--- config.mk ---
export PLATFORM = sky130hd
export DESIGN_NAME = multiply_iter
export DESIGN_NICKNAME = d
export VERILOG_FILES = /design/src/rtl/mult_defs_pkg.sv /design/src/rtl/mult_neg.sv /design/src/rtl/multiply_iter.sv
export SDC_FILE = /design/constraint.sdc
export NUM_CORES = 1
export LEC_CHECK = 0
export ABC_AREA = 0
export BUFFER_PORTS_ARGS = -buffer_cell sky130_fd_sc_hd__buf_2
export CAP_MARGIN = 20
export CORE_MARGIN = 5
export CORE_UTILIZATION = 62
export DETAILED_ROUTE_END_ITERATION = 6
export GPL_ROUTABILITY_DRIVEN = 0
export GPL_TIMING_DRIVEN = 1
export PLACE_DENSITY = 0.85
export SKIP_LAST_GASP = 1
export SLEW_MARGIN = 40
export SYNTH_ARGS = -nofsm -noshare
export SYNTH_HDL_FRONTEND = slang
export SYNTH_SLANG_ARGS = --single-unit
--- constraint.sdc ---
create_clock -name clk -period 16.6 [get_ports clk]
set_clock_uncertainty 0.1 [all_clocks]
set_input_delay 1.66 -clock clk [delete_from_list [all_inputs] [get_ports clk]]
set_output_delay 1.66 -clock clk [all_outputs]
set_load 0.02 [all_outputs]
--- src/rtl/mult_defs_pkg.sv ---
// Shared definitions for the iterative multiplier: FSM state encoding and
// the iteration counter width derived from the operand width.
package mult_defs_pkg;

  typedef enum logic {
    MULT_IDLE = 1'b0,
    MULT_CALC = 1'b1
  } mult_state_t;

  // Counter must hold 0..WIDTH-1.
  function automatic int cnt_width(input int width);
    return (width <= 2) ? 1 : $clog2(width);
  endfunction

endpackage

--- src/rtl/mult_neg.sv ---
// Conditional two's-complement negate, used for operand abs and result sign
// fix-up. Only built when MULT_SIGNED_EN is defined.
`ifdef MULT_SIGNED_EN
module mult_neg #(
  parameter int W = 32
) (
  input  logic         neg,
  input  logic [W-1:0] din,
  output logic [W-1:0] dout
);

  assign dout = neg ? (~din + W'(1)) : din;

endmodule
`endif

--- src/rtl/multiply_iter.sv ---
// Multi-cycle shift-add multiplier, one multiplier bit per cycle, with a
// begin/end/busy/cancel handshake. Signed mode is built only with MULT_SIGNED_EN.
module multiply_iter
  import mult_defs_pkg::*;
#(
  parameter int WIDTH = 32
) (
  input  logic               clk,
  input  logic               rst,
  input  logic               mult_begin,
  input  logic [WIDTH-1:0]   mult_op1,
  input  logic [WIDTH-1:0]   mult_op2,
  input  logic               mult_signed,
  input  logic               mult_cancel,
  output logic [2*WIDTH-1:0] product,
  output logic               mult_busy,
  output logic               mult_end
);

  localparam int CW = cnt_width(WIDTH);
  localparam int PW = 2 * WIDTH;
  localparam logic [CW-1:0] LAST = CW'(WIDTH - 1);

  mult_state_t     state, state_next;
  logic [WIDTH-1:0] mcand_q, mcand_d, mpr_q, mpr_d;
  logic [WIDTH-1:0] op1_eff, op2_eff;
  logic [PW-1:0]    acc_q, acc_d, acc_shift, result, product_d;
  logic [CW-1:0]    cnt_q, cnt_d;
  logic [WIDTH:0]   sum;
  logic             busy_d, end_d;

  // Add into the upper half with one carry bit, then shift the whole accumulator.
  assign sum       = {1'b0, acc_q[PW-1:WIDTH]} + (mpr_q[0] ? {1'b0, mcand_q} : '0);
  assign acc_shift = {sum, acc_q[WIDTH-1:1]};

`ifdef MULT_SIGNED_EN
  logic sign_q;
  logic sign_in;

  assign sign_in = mult_signed & (mult_op1[WIDTH-1] ^ mult_op2[WIDTH-1]);

  mult_neg #(.W(WIDTH)) u_abs_op1 (
    .neg  (mult_signed & mult_op1[WIDTH-1]),
    .din  (mult_op1),
    .dout (op1_eff)
  );

  mult_neg #(.W(WIDTH)) u_abs_op2 (
    .neg  (mult_signed & mult_op2[WIDTH-1]),
    .din  (mult_op2),
    .dout (op2_eff)
  );

  mult_neg #(.W(PW)) u_fix_result (
    .neg  (sign_q),
    .din  (acc_shift),
    .dout (result)
  );

  always_ff @(posedge clk or posedge rst) begin
    if (rst)
      sign_q <= 1'b0;
    else if (state == MULT_IDLE && mult_begin)
      sign_q <= sign_in;
  end
`else
  logic unused_signed;

  assign unused_signed = mult_signed;
  assign op1_eff       = mult_op1;
  assign op2_eff       = mult_op2;
  assign result        = acc_shift;
`endif

  always_ff @(posedge clk or posedge rst) begin
    if (rst)
      state <= MULT_IDLE;
    else
      state <= state_next;
  end

  // Cancel has priority over the final iteration, so a late cancel never writes product.
  always_comb begin
    state_next = state;
    mcand_d    = mcand_q;
    mpr_d      = mpr_q;
    acc_d      = acc_q;
    cnt_d      = cnt_q;
    product_d  = product;
    busy_d     = mult_busy;
    end_d      = 1'b0;
    case (state)
      MULT_IDLE: begin
        busy_d = 1'b0;
        if (mult_begin) begin
          mcand_d    = op1_eff;
          mpr_d      = op2_eff;
          acc_d      = '0;
          cnt_d      = '0;
          busy_d     = 1'b1;
          state_next = MULT_CALC;
        end
      end
      MULT_CALC: begin
        if (mult_cancel) begin
          busy_d     = 1'b0;
          state_next = MULT_IDLE;
        end else begin
          acc_d = acc_shift;
          mpr_d = mpr_q >> 1;
          cnt_d = cnt_q + CW'(1);
          if (cnt_q == LAST) begin
            product_d  = result;
            end_d      = 1'b1;
            busy_d     = 1'b0;
            state_next = MULT_IDLE;
          end
        end
      end
      default: state_next = MULT_IDLE;
    endcase
  end

  always_ff @(posedge clk or posedge rst) begin
    if (rst) begin
      mcand_q   <= '0;
      mpr_q     <= '0;
      acc_q     <= '0;
      cnt_q     <= '0;
      product   <= '0;
      mult_busy <= 1'b0;
      mult_end  <= 1'b0;
    end else begin
      mcand_q   <= mcand_d;
      mpr_q     <= mpr_d;
      acc_q     <= acc_d;
      cnt_q     <= cnt_d;
      product   <= product_d;
      mult_busy <= busy_d;
      mult_end  <= end_d;
    end
  end

endmodule
### After elaboration in Yosys (flattened, before gate mapping)

Cells that the tools add are included.

* add/subtract/negate cells: 2
* equality and inequality tests: 4
* muxes and demuxes: 20
* bitwise logic cells: 2
* reductions and logical operators: 3

Operators with widths (count)
* 64-bit 2-to-1 mux: 2
* 64-bit one-hot mux with 2 select lines: 1
* 32-bit 2-to-1 mux: 3
* 32-bit one-hot mux with 2 select lines: 1
* 32-bit by 32-bit adder with 33-bit output: 1
* 5-bit 2-to-1 mux: 2
* 5-bit one-hot mux with 2 select lines: 1
* 1-bit 2-to-1 mux: 8
* 5-bit by 1-bit adder with 5-bit output (second input constant): 1
* 5-bit equality test (second input constant): 1
* 2-bit inequality test (second input constant): 2
* 1-bit one-hot mux with 2 select lines: 2
* 2-bit AND reduction: 2
* 3-bit by 2-bit inequality test with 1-bit output (second input constant): 1
* 3-bit AND reduction: 1
* 1-bit inverter: 2

* flip-flop bits (word level): 200
* input port bits: 69
* output and inout bits: 66
* word-level logic and storage cells: 39

### Logic depth before layout (Yosys ltp)

* depth in word-level cells: 4
* depth in mapped cells: 13
* mapped depth without buffers: 13

### Worst setup path after synthesis

OpenSTA, ideal clock, no wires.

* kind: in2reg
* start point: input mult_cancel
* end point: register product[10]
* setup time: 125 ps
* data arrival time: 3001 ps
* data required time: 16375 ps
* setup slack: 13375 ps
* stages on the path: 6
* buffers on the path: 2
* cell sequence: nor2b_1 > clkbuf_1 > nand2_1 > inv_2 > buf_1 > mux2_2

* longest elaborated chain between the ends: 2

Ends and longest elaborated chain
* start, declared: RTL line multiply_iter.sv:14 `input logic mult_cancel,`
* 1-bit inverter (no source line)
* 3-bit AND reduction (no source line)
* end signal, assigned: RTL line multiply_iter.sv:138 `product <= product_d;`
* end, declared: RTL line multiply_iter.sv:15 `output logic [2*WIDTH-1:0] product,`

Every way passes these cells.
A chain may end at the register's enable or synchronous reset.

### Worst setup path in the final report

* start point: register mpr_q[0]
* end point: register product[55]

* longest elaborated chain between the ends: 2

Ends and longest elaborated chain
* start, declared: RTL line multiply_iter.sv:25 `logic [WIDTH-1:0] mcand_q, mcand_d, mpr_q, mpr_d;`
* start signal, assigned: RTL line multiply_iter.sv:135 `mpr_q <= mpr_d;`
* 32-bit 2-to-1 mux: RTL line multiply_iter.sv:33 `assign sum = {1'b0, acc_q[PW-1:WIDTH]} + (mpr_q[0] ? {1'b0, mcand_q} : '0);`
* 32-bit by 32-bit adder with 33-bit output: RTL line multiply_iter.sv:33

Every way passes these cells.

==> flow_summary.json <==
{
  "status": "finished clean",
  "drt_pass1_iterations": 5,
  "wl_met2_um": 9730,
  "maxSlewHeadroom_pct": 51.7,
  "grt_pass1_vias": 6976,
  "drt_wl_total_um": 19900,
  "netlist.top_cell.by_area": "dfrtp_1",
  "port_buffers": 133,
  "finalHoldViolCount": 0,
  "cts_max_level": 4,
  "synth_fp_nets": 1020,
  "ys_ff_latch": 199,
  "r2r_start": "mpr_q[0]$_DFFE_PP0P_",
  "final_core_util_pct": 72.1,
  "cp_cell_sequence": "and2_1 -> ha_1 -> inv_1 -> fa_1 -> nor2b_1 -> o211ai_1 -> nand3b_1 -> a21oi_1 -> nor3_1 -> a41oi_1 -> o221ai_2 -> xnor2_1 -> mux2_2",
  "routed.top_layer": "met5",
  "die-width_um": 133,
  "ctsLongestPathBuffers": 2,
  "crit_cells": 13,
  "rows": 45,
  "r2r_slack_ps": 12780,
  "ys_seq_area_share_pct": 53.2,
  "cts-resized-gates": 0,
  "synth.avg_cell_area_um2": 10.2,
  "overflow": 0,
  "area_growth_pct": 15.4,
  "clkLatencyLatePin_ps": 430,
  "clkSlewWorstSetupHoldPaths_ps": 70,
  "drtIter0Drc": 431,
  "p_per_area_nw_per_um2": 124,
  "fin_nets": 1127,
  "end_kind": "flip-flop",
  "yosysTopAreaCellShare_pct": 53.2,
  "worstPathArrival_ps": 4040,
  "clock_sinks": 199,
  "ant_nets": 0,
  "worstMarginPinSlew_ps": 724,
  "cpLargestDelayFamily": "simple AND/OR/NAND/NOR gates",
  "multi_input_area_um2": 4160,
  "drc": 0,
  "yosysWarnings": 0,
  "grt_max_degree": 122,
  "final_cells": 1225,
  "power_mw": 1.34,
  "cap_violations": 0,
  "grt_pass1_wl_um": 33900,
  "p_leak_nw": 5.61,
  "synthTopCellsByArea": "dfrtp_1 53%, nand2_1 8.4%, o21ai_0 5.3%, ha_1 4.5%, mux2_2 4.3%",
  "clock-root-buffer": "clkbuf_16",
  "cp-start-kind": "flip-flop",
  "syn_inst": 916,
  "synth_common_cells": "210 x nand2_1, 199 x dfrtp_1, 100 x o21ai_0",
  "cp_slowest_cell": "dfrtp_2",
  "ys.flop_type": "dfrtp_1",
  "critPathLaunch": "mpr_q[0]$_DFFE_PP0P_",
  "dp_hpwl_um": 13200,
  "cts_tree": "built",
  "synth-edff-count": 0,
  "rsz0062_at_grt": "false",
  "layout-drive-gt1-share_pct": 22.1,
  "required_ps": 16810,
  "hold_class": "flip-flop to flip-flop",
  "cts_buffers": 17,
  "holdBufCountCts": 0,
  "ys_types": 49,
  "fin_ws_ps": 12780,
  "grtUsageTotal_pct": 23.5,
  "setup_viol": 0,
  "period_share_pct": 23.0,
  "path_buf_inv": 1,
  "io_pins": 135,
  "dp_slack_ps": 12840,
  "crit_fanout": 33,
  "critPathKind": "flip-flop to flip-flop",
  "routed_via_density": 5.63,
  "dieArea_um2": 17700,
  "tns_ps": 0,
  "drv_slew": 0,
  "ff2ff_path_depth": 13,
  "fmax_mhz": 261,
  "hold-worst-slack_ps": 368,
  "synth.most_common_cell": "nand2_1",
  "nFillCells": 1123,
  "ir_drop_mv": 0.0819,
  "routed-wl-met3_um": 1040,
  "postCtsSetupBuffers": 0,
  "placed_cells": 1192,
  "period_needed_ps": 3820,
  "coreArea_um2": 15000,
  "worstReg2RegEnd": "product[55]$_DFFE_PP0P_",
  "wl_per_cell_um": 16.2,
  "antenna_found_initial": 3,
  "place_area_um2": 10200,
  "seq_area_um2": 4980,
  "synth_area_um2": 9360,
  "max_stage_delay_ps": 660,
  "ys_async_sr_fraction_pct": 100,
  "crit_end": "product[55]$_DFFE_PP0P_",
  "start_util_pct": 62.5,
  "wl_met1_um": 8830,
  "fp.dieH_um": 133,
  "num_vias": 6892,
  "final_area_um2": 10800
}
## how the worst min path moves through the flow
stage                     depth (start not counted)  slack [ps]               startpoint                 endpoint
after floorplan                                   2         340   mcand_q[0]$_DFFE_PP0P_   mcand_q[0]$_DFFE_PP0P_
after global placement                            2         350   mcand_q[0]$_DFFE_PP0P_   mcand_q[0]$_DFFE_PP0P_
after detailed placement                          2         350  mcand_q[26]$_DFFE_PP0P_  mcand_q[26]$_DFFE_PP0P_
after CTS                                         2         370  mcand_q[26]$_DFFE_PP0P_  mcand_q[26]$_DFFE_PP0P_
after global routing                              2         390   mcand_q[5]$_DFFE_PP0P_   mcand_q[5]$_DFFE_PP0P_
final                                             2         370  mcand_q[26]$_DFFE_PP0P_  mcand_q[26]$_DFFE_PP0P_
## cells by family (layout without fill, tap and decap cells)
family	after synthesis	after routing	share of synthesized area, %
mux	67	67	7.65
buf+inv	65	185	2.62
other cells	0	1	0
simple gates	301	301	13.8
flops	199	199	53.2
compound gates	220	220	15.3
fa+ha+maj	35	35	4.76
xor+xnor	29	29	2.71
## power breakdown
group | internal (mW) | switching (mW) | total, mW
clock network | 0.240 | 0.177 | 0.417
registers | 0.555 | 0.0511 | 0.606
logic | 0.126 | 0.190 | 0.315
## state kept, by name, summed over array words and instances, names as in the netlist
signal     cells
cnt_q          5
state          1
acc_q         63
mult_end       1
mult_busy      1
mcand_q       32
product       64
mpr_q         32
## layer usage
layer / GRT usage, % / up-vias
li1: - / 3373
met1: 31.5 / 3317
met2: 38.3 / 164
met3: 5.44 / 34
met4: 7.39 / 4
met5: 0 / -
## layout by cell type, fill, tap and decap left out, drive strengths merged, types with 9 or more instances in the layout
| cell | instances |
|---|---|
| a22o | 39 |
| a21o | 12 |
| clkbuf | 24 |
| buf | 142 |
| ha | 34 |
| xor2 | 12 |
| inv | 13 |
| nor2 | 19 |
| nand3 | 9 |
| xnor2 | 17 |
| o21ai | 101 |
| a21oi | 38 |
| and2 | 34 |
| mux2i | 31 |
| mux2 | 36 |
| dfrtp | 199 |
| nand2 | 210 |
## tightest hold or removal path, stage by stage, from the launching register on
cell	delay, ps
dfrtp_1	340
nand2_1	50
nand2_1	50
## layout make-up
class / instances / share of cell area (%)
tap: 188 / 2.18
antenna: 1 / 0.0232
timing repair buffer: 142 / 7.08
multi-input combinational: 652 / 38.5
inverter: 11 / 0.498
sequential: 199 / 46.2
clock buffer: 24 / 4.55
clock inverter: 8 / 1.02
Note: power is estimated with default switching activity, not from simulation.
